File: config.mk
export PLATFORM = sky130hd
export DESIGN_NAME = mem_stage
export DESIGN_NICKNAME = d
export VERILOG_FILES = /design/src/rtl/mem_stage.sv
export SDC_FILE = /design/constraint.sdc
export NUM_CORES = 1
export LEC_CHECK = 0
export BUFFER_PORTS_ARGS = -buffer_cell sky130_fd_sc_hd__buf_2
export CORE_ASPECT_RATIO = 0.75
export CORE_MARGIN = 2
export CORE_UTILIZATION = 50
export DETAILED_ROUTE_END_ITERATION = 10
export GPL_ROUTABILITY_DRIVEN = 0
export MAX_ROUTING_LAYER = met4
export PLACE_DENSITY_LB_ADDON = 0.12
export RECOVER_POWER = 50
export REMOVE_ABC_BUFFERS = 1
export SLEW_MARGIN = 10
export SYNTH_ARGS = -nofsm -noshare
export SYNTH_HDL_FRONTEND = slang
export SYNTH_SLANG_ARGS = --single-unit
File: constraint.sdc
create_clock -name clk -period 2.07 [get_ports clk]
set_input_delay 0.414 -clock clk [delete_from_list [all_inputs] [get_ports clk]]
set_output_delay 0.414 -clock clk [all_outputs]
set_load 0.01 [all_outputs]
File: src/rtl/mem_stage.sv
// Pipeline MEM stage: issues one registered data-memory request per instruction,
// stalls until the response, then parks in HOLD until the pipeline advances.
module mem_stage (
    input  logic        clk,
    input  logic        rst,
    input  logic        valid_in,
    input  logic        mem_read_in,
    input  logic        mem_write_in,
    input  logic [2:0]  funct3_in,
    input  logic [31:0] addr_in,
    input  logic [31:0] store_data_in,
    input  logic        advance,
    output logic        dmem_read,
    output logic        dmem_write,
    output logic [31:0] dmem_address,
    output logic [31:0] dmem_wdata,
    output logic [3:0]  dmem_mbe,
    input  logic [31:0] dmem_rdata,
    input  logic        dmem_resp,
    output logic        mem_stall,
    output logic [31:0] load_data,
    output logic        misaligned
);

    typedef enum logic [1:0] {
        ST_IDLE = 2'd0,
        ST_WAIT = 2'd1,
        ST_HOLD = 2'd2
    } state_t;

    state_t      r_state;
    logic        r_dmem_read;
    logic        r_dmem_write;
    logic [31:0] r_dmem_address;
    logic [31:0] r_dmem_wdata;
    logic [3:0]  r_dmem_mbe;
    logic [31:0] r_load_data;
    logic [2:0]  r_funct3;
    logic [1:0]  r_off;

    logic        w_access;
    logic        w_is_store;
    logic        w_legal;
    logic        w_half;
    logic        w_word;
    logic        w_misaligned;
    logic        w_op_ok;
    logic [1:0]  w_off;
    logic [3:0]  w_mbe;
    logic [31:0] w_wdata;
    logic [31:0] w_lshift;
    logic [31:0] w_load_ext;

    // A simultaneous read+write is treated as a store.
    assign w_access   = valid_in & (mem_read_in | mem_write_in);
    assign w_is_store = mem_write_in;
    assign w_off      = addr_in[1:0];

    always_comb begin
        w_legal = 1'b0;
        if (w_is_store) begin
            w_legal = (funct3_in == 3'b000) || (funct3_in == 3'b001) || (funct3_in == 3'b010);
        end else begin
            case (funct3_in)
                3'b000, 3'b001, 3'b010, 3'b100, 3'b101: w_legal = 1'b1;
                default:                                w_legal = 1'b0;
            endcase
        end
    end

    assign w_half       = (funct3_in == 3'b001) || ((funct3_in == 3'b101) && !w_is_store);
    assign w_word       = (funct3_in == 3'b010);
    assign w_misaligned = w_access & ((w_half & addr_in[0]) | (w_word & (addr_in[1:0] != 2'b00)));
    assign w_op_ok      = w_access & w_legal & ~w_misaligned;

    always_comb begin
        w_mbe = 4'b1111;
        if (w_is_store) begin
            case (funct3_in[1:0])
                2'b00:   w_mbe = 4'b0001 << w_off;
                2'b01:   w_mbe = 4'b0011 << w_off;
                default: w_mbe = 4'b1111;
            endcase
        end
    end

    assign w_wdata  = store_data_in << {w_off, 3'b000};
    assign w_lshift = dmem_rdata >> {r_off, 3'b000};

    always_comb begin
        w_load_ext = w_lshift;
        case (r_funct3)
            3'b000:  w_load_ext = {{24{w_lshift[7]}}, w_lshift[7:0]};
            3'b100:  w_load_ext = {24'd0, w_lshift[7:0]};
            3'b001:  w_load_ext = {{16{w_lshift[15]}}, w_lshift[15:0]};
            3'b101:  w_load_ext = {16'd0, w_lshift[15:0]};
            default: w_load_ext = w_lshift;
        endcase
    end

    always_ff @(posedge clk) begin
        if (rst) begin
            r_state        <= ST_IDLE;
            r_dmem_read    <= 1'b0;
            r_dmem_write   <= 1'b0;
            r_dmem_address <= '0;
            r_dmem_wdata   <= '0;
            r_dmem_mbe     <= '0;
            r_load_data    <= '0;
            r_funct3       <= '0;
            r_off          <= '0;
        end else begin
            case (r_state)
                ST_IDLE: begin
                    if (w_op_ok) begin
                        r_state        <= ST_WAIT;
                        r_dmem_read    <= ~w_is_store;
                        r_dmem_write   <= w_is_store;
                        r_dmem_address <= {addr_in[31:2], 2'b00};
                        r_dmem_wdata   <= w_wdata;
                        r_dmem_mbe     <= w_mbe;
                        r_funct3       <= funct3_in;
                        r_off          <= w_off;
                    end
                end
                ST_WAIT: begin
                    if (dmem_resp) begin
                        r_state      <= ST_HOLD;
                        r_dmem_read  <= 1'b0;
                        r_dmem_write <= 1'b0;
                        if (r_dmem_read) begin
                            r_load_data <= w_load_ext;
                        end
                    end
                end
                ST_HOLD: begin
                    // Inputs still carry the completed instruction here; never reissue it.
                    if (advance) begin
                        r_state <= ST_IDLE;
                    end
                end
                default: r_state <= ST_IDLE;
            endcase
        end
    end

    assign dmem_read    = r_dmem_read;
    assign dmem_write   = r_dmem_write;
    assign dmem_address = r_dmem_address;
    assign dmem_wdata   = r_dmem_wdata;
    assign dmem_mbe     = r_dmem_mbe;
    assign load_data    = r_load_data;
    assign misaligned   = w_misaligned;
    assign mem_stall    = ((r_state == ST_IDLE) & w_op_ok) | (r_state == ST_WAIT);

endmodule

==> results of run 1 <==
## report_power, final
part	switching [W]	total [W]	internal [W]
Sequential	0.0000397	0.00216	0.00212
Clock	0.000786	0.00173	0.000939
Combinational	0.000462	0.000777	0.000315
Total	0.00129	0.00466	0.00337
## synthesized netlist by cell type (all sizes together), types with 16 or more instances
| cell | instances |
|---|---|
| a211oi | 19 |
| a21oi | 59 |
| nor2 | 34 |
| mux2 | 16 |
| nand4 | 42 |
| mux2i | 40 |
| nor2b | 18 |
| clkbuf | 21 |
| o31ai | 42 |
| dfxtp | 107 |
| nand2 | 63 |
| buf | 49 |
## stage by stage
stage	utilization, %	hold slack, ns	power (W)
CTS	64.23	0.3004	0.004709
finish	62.94	0.3072	0.004661
global route	62.94	0.3144	0.004833
floorplan	-	0.4541	0.002590
global placement	61.56	0.4423	0.002969
detailed placement	61.56	0.4430	0.002992
## worst max-delay path: cells and delay by family
| kind | cells | cell delay, ns |
|---|---|---|
| compound gates | 2 | 0.33 |
| buf+inv | 3 | 0.58 |
| simple gates | 1 | 0.27 |
## layer usage
| layer | up-vias | track usage (%) |
|---|---|---|
| met4 | 0 | 8.608 |
| met2 | 235 | 42.87 |
| met3 | 18 | 6.337 |
| met5 | - | - |
| li1 | 2653 | - |
| met1 | 2634 | 36.72 |
## registers in the layout, indices dropped and copies added, names as in the netlist
name          flops
dmem_address     30
dmem_mbe          4
dmem_read         1
dmem_wdata       32
dmem_write        1
load_data        32
r_funct3          3
r_off             2
r_state           2
## cells in the final DEF (no fill, tap or decap), types with 18 or more instances in the layout
cell type,n
a21oi_1,59
buf_2,106
buf_4,33
clkbuf_1,102
dfxtp_1,107
mux2i_1,40
nand2_1,62
nand4_1,42
nor2_1,34
nor2b_1,18
o31ai_1,42
## how the worst min path moves through the flow
stage	from	end
CTS	addr_in[20]	dmem_address[20]
finish	addr_in[20]	dmem_address[20]
global placement	load_data[0]	load_data[0]
floorplan	r_state[1]	r_state[1]
global route	addr_in[23]	dmem_address[23]
detailed placement	load_data[3]	load_data[3]
## layout make-up
class | count | area (sq um)
Antenna cell | 1 | 2.502
Clock buffer | 10 | 229.0
Clock inverter | 6 | 63.81
Fill cell | 1032 | 4055
Inverter | 3 | 11.26
Multi-Input combinational cell | 432 | 3073
Sequential cell | 107 | 2142
Tap cell | 140 | 175.2
Timing Repair Buffer | 243 | 1190
## cells by family (layout without fill, tap and decap cells)
kind of cell              Yosys count  count (layout)  share of synthesized area [%]
DFF                               107             107                          38.03
xor gates and xnor gates            1               1                         0.1555
muxes                              65              65                          13.90
and+or+nand+nor                   188             188                          17.90
AOI/OAI and AO/OA                 176             176                          22.39
buffers and inverters              73             262                          7.552
other                               1               3                        0.06657
==> qor.csv, run 1 <==
metric,value,unit
power_density,676.9,nW/um^2
setup_viol,0,
fin_area,6887,sq um
status,"finished, final reports clean",
timing.critical_path.from,funct3_in[0],
cts_tree,yes,
post_cts_buffers,0,
core_area,10940,sq um
fin_ws,0.06813,ns
antenna_found_initial,1,
fin_crit_sh,96.71,%
area_growth,22.26,%
clock_sinks,107,
nNetsFinal,902,
synth_flop_cell,dfxtp_1,
htree_levels,3,
final_antenna_net_count,0,
start_kind,primary input,
place_ws,0.06556,ns
wire_per_inst,18.20,microns
synth-edff-count,0,
hp-class,primary input to flop,
avgSynthCellArea,9.219,sq um
leakagePower,2.600,nW
synth_seq_cells,107,
cts_resized,0,
cts_root_buf,clkbuf_16,
clockBufferDepth,2,
async_flop_share,0,%
grt_overflow_total,0,
top_layer,met4,
drv_cap,0,
rrSetupSlack,0.20,ns
crit_path_cell_trace,buf_2 > and4bb_4 > a31oi_4 > buf_12 > a21oi_1 > buf_2,
rsz0062_at_grt,false,
yosysTopAreaCell,dfxtp_1,
initial_utilization,51.48,%
wl,17150,microns
hpwlAfterDp,12210,microns
synthCells,611,
grt_pass1_wl,26330,microns
tns,0,ns
crit_arrival,1.59,ns
hold_viol_final,0,
vdd_drop_max,0.0004619,V
grt_max_degree,53,
timing.fmax,499.5,MHz
met1Wirelength,7625,microns
cts_hold_buf,0,
crit_required,1.66,ns
vias_per_cell,5.881,
instances_no_fill,942,
drtIter0Drc,490,
synth.yosys.seq_area_share,38.03,%
dr.pass1.iters,4,
slowest_stage,and4bb_4,
wl_met3,1294,microns
dp_cells,925,
die_x,126.6,microns
maxSlewViolCount,0,
rr_worst_depth,6,
fin_worst_skew,0.01088,ns
boundaryPins,210,
row_count,33,
ys_top_cells_by_area,"dfxtp_1 (38%), mux2i_1 (7.1%), o31ai_1 (5.6%)",
die_h,95.92,microns
vias,5540,
met2WireLength,7985,microns
grt_pass1_vias,5210,
drive_above_1_share,26.59,%
drc,0,
cts_buffers,9,
yosys_warnings,0,
cp-end-kind,output port,
track_usage,27.81,%
whs_path_depth,3,
ys_types,51,
slowest_delay,0.27,ns
worst_pin_slew,0.8748,ns
period_minus_slack,2.002,ns
slew_headroom,41.68,%
critPathMaxFanout,48,
clkTransAtPathRegs,0.08,ns
cpMostUsedCell,buf_2,
r2r-start,r_off[0],
endpoint,misaligned,
syn_area,5633,sq um
clk_latency,0.35,ns
place_area,6735,sq um
die_area,12140,sq um
port_buffers,207,
critPathKind,primary input to output port,
synth_top_area_share,38.03,%
timing.rr.end,load_data[18],
No activity file was read; power rests on OpenSTA's default activity.
==> run 2: changes to the inputs <==
--- a/config.mk
+++ b/config.mk
@@ -5,12 +5,14 @@
 export SDC_FILE = /design/constraint.sdc
 export NUM_CORES = 1
 export LEC_CHECK = 0
+export ABC_AREA = 1
 export BUFFER_PORTS_ARGS = -buffer_cell sky130_fd_sc_hd__buf_2
 export CORE_ASPECT_RATIO = 0.75
 export CORE_MARGIN = 2
-export CORE_UTILIZATION = 50
+export CORE_UTILIZATION = 49
 export DETAILED_ROUTE_END_ITERATION = 10
 export GPL_ROUTABILITY_DRIVEN = 0
+export GPL_TIMING_DRIVEN = 0
 export MAX_ROUTING_LAYER = met4
 export PLACE_DENSITY_LB_ADDON = 0.12
 export RECOVER_POWER = 50
==> qor.csv, run 2 <==
metric,value,unit
vdd_drop_max,0.0004404,V
die_x,123.8,microns
crit_required,1.66,ns
drive_above_1_share,15.62,%
synth_xor_area_share,0,%
avgSynthCellArea,6.416,sq um
clock_sinks,107,
drv_cap,0,
slew_headroom,48.58,%
wl,15450,microns
final_antenna_net_count,0,
critPathMaxFanout,38,
clk_latency,0.35,ns
whs_path_depth,3,
power_density,715.5,nW/um^2
hp-class,primary input to flop,
cts_buffers,9,
area_growth,24.03,%
port_buffers,207,
track_usage,27.65,%
grt_overflow_total,0,
critPathKind,primary input to output port,
wire_per_inst,13.61,microns
synth_seq_cells,107,
hpwlAfterDp,9513,microns
grt_pass1_vias,4981,
synthAdderAreaFrac,0,%
drc,0,
synth.most_common_cell,nand2_1,
syn_area,5274,sq um
instances_no_fill,1135,
cp-end-kind,output port,
async_flop_share,0,%
dp_cells,1108,
nNetsFinal,1101,
finalPower,0.004681,W
crit_path_cell_trace,buf_12 > inv_6 > nand2_1 > nand3_2 > nand2_8 > nor2_8 > inv_12 > nand2_1 > buf_2,
cts_root_buf,clkbuf_16,
yosys-top-cells-count,"nand2_1 (193), nor2_1 (185), o21ai_0 (116)",
boundaryPins,210,
slowest_stage,inv_6,
hold_viol_final,0,
setup_viol,0,
maxSlewViolCount,0,
synth_simple_gate_area_share,33.45,%
diodes,0,
yosysTopAreaCell,dfxtp_1,
critical_path.top_delay_family,simple AND/OR/NAND/NOR gates,
clockBufferDepth,2,
cp_num_buf_inv,4,
place_ws,-1.807,ns
synth-edff-count,0,
die_area,11620,sq um
crit_arrival,1.55,ns
synthMuxAreaShare,0,%
worst_pin_slew,0.7712,ns
synthCells,822,
timing.rr.end,load_data[28],
leakagePower,3.111,nW
start_kind,primary input,
yosys_warnings,0,
layout_commonest_cell,nand2_1,
r2r-start,r_off[0],
die_h,93.85,microns
core_area,10370,sq um
rrSetupSlack,0.19,ns
cpMostUsedCell,nand2_1,
ys_types,31,
cts_tree,yes,
row_count,32,
hold_end,dmem_address[19],
dr.pass1.iters,5,
timing.fmax,509.4,MHz
fin_ws,0.1068,ns
vias,5699,
status,"finished, final reports clean",
synth_compound_area_share,15.97,%
fin_crit_sh,94.84,%
synth.yosys.seq_area_share,40.62,%
clkTransAtPathRegs,0.07,ns
fin_worst_skew,0.007881,ns
layout_common_cells,"nand2_1 (193), nor2_1 (185), o21ai_0 (116)",
period_minus_slack,1.963,ns
initial_utilization,50.86,%
vias_per_cell,5.021,
synth_top_area_share,40.62,%
antenna_found_initial,0,
hp-start,addr_in[19],
cts_hold_buf,0,
synth_top_family_by_area,simple AND/OR/NAND/NOR gates,
drtIter0Drc,422,
rr_worst_depth,7,
htree_levels,3,
grt_max_degree,63,
ys_top_cells_by_area,"dfxtp_1 (41%), nand2_1 (14%), nor2_1 (13%)",
synth_flop_cell,dfxtp_1,
timing.critical_path.from,addr_in[0],
slowest_delay,0.18,ns
grt_pass1_wl,24580,microns
[run 2: metal layers]
layer / global-route usage (%) / vias to the layer above / part of all wire [%]
met5: - / - / 0
met4: 7.481 / 0 / 1.8
met3: 6.493 / 18 / 8.2
met2: 41.67 / 209 / 44
met1: 37.26 / 2528 / 46
li1: - / 2944 / -
[run 2: stage by stage]
| step | TNS (ns) | utilization [%] | cell area [sq um] | hold slack (ns) |
|---|---|---|---|---|
| final | 0 | 63.08 | 6541 | 0.2792 |
| after global routing | -0.0001756 | 63.08 | 6541 | 0.2733 |
| after CTS | -0.07524 | 63.61 | 6596 | 0.2703 |
| after detailed placement | -101.13 | 59.83 | 6205 | 0.4650 |
| after global placement | -120.97 | 59.63 | 6183 | 0.4572 |
| after floorplan | -10.60 | - | 4977 | 0.4677 |
[run 2: timing repair]
action,CTS,global route
pin swaps,2,1
buffers inserted,2,6
hold endpoints to repair,0,0
endpoints found under the setup margin,106,48
cloned,4,0
gates resized for setup,20,7
[run 2: area by class of cell]
cell class                 instances  area [sq um]
tap                              136         170.2
clock inverter                     6         50.05
fill                            1068          3829
clock buffer                       9         225.2
inverter                          59         254.0
sequential                       107          2151
multi-input combinational        602          2675
timing repair buffer             216          1016
[run 2: worst max path at each step]
stage	depth (start not counted)	endpoint
final	9	mem_stall
after global routing	9	mem_stall
after CTS	8	mem_stall
after detailed placement	9	mem_stall
after global placement	9	mem_stall
after floorplan	7	mem_stall
[run 2: cell families after synthesis]
family / count (synthesis)
AND/OR/NAND/NOR: 436
buffers and inverters: 118
flip-flops: 107
AO/OA/AOI/OAI: 160
other: 1
[run 2: power by group]
part	switching [W]	total, W	internal (W)	leakage (nW)
sequential	0.0000699	0.00223	0.00216	0.873
clock	0.000802	0.00163	0.000823	0.129
combinational	0.000533	0.000824	0.000291	2.11
total	0.00140	0.00468	0.00328	3.11
[run 2: worst min-delay path: stages]
cell and delay [ns]:
buf_2 0.07, nor2_1 0.03, nor2_1 0.08
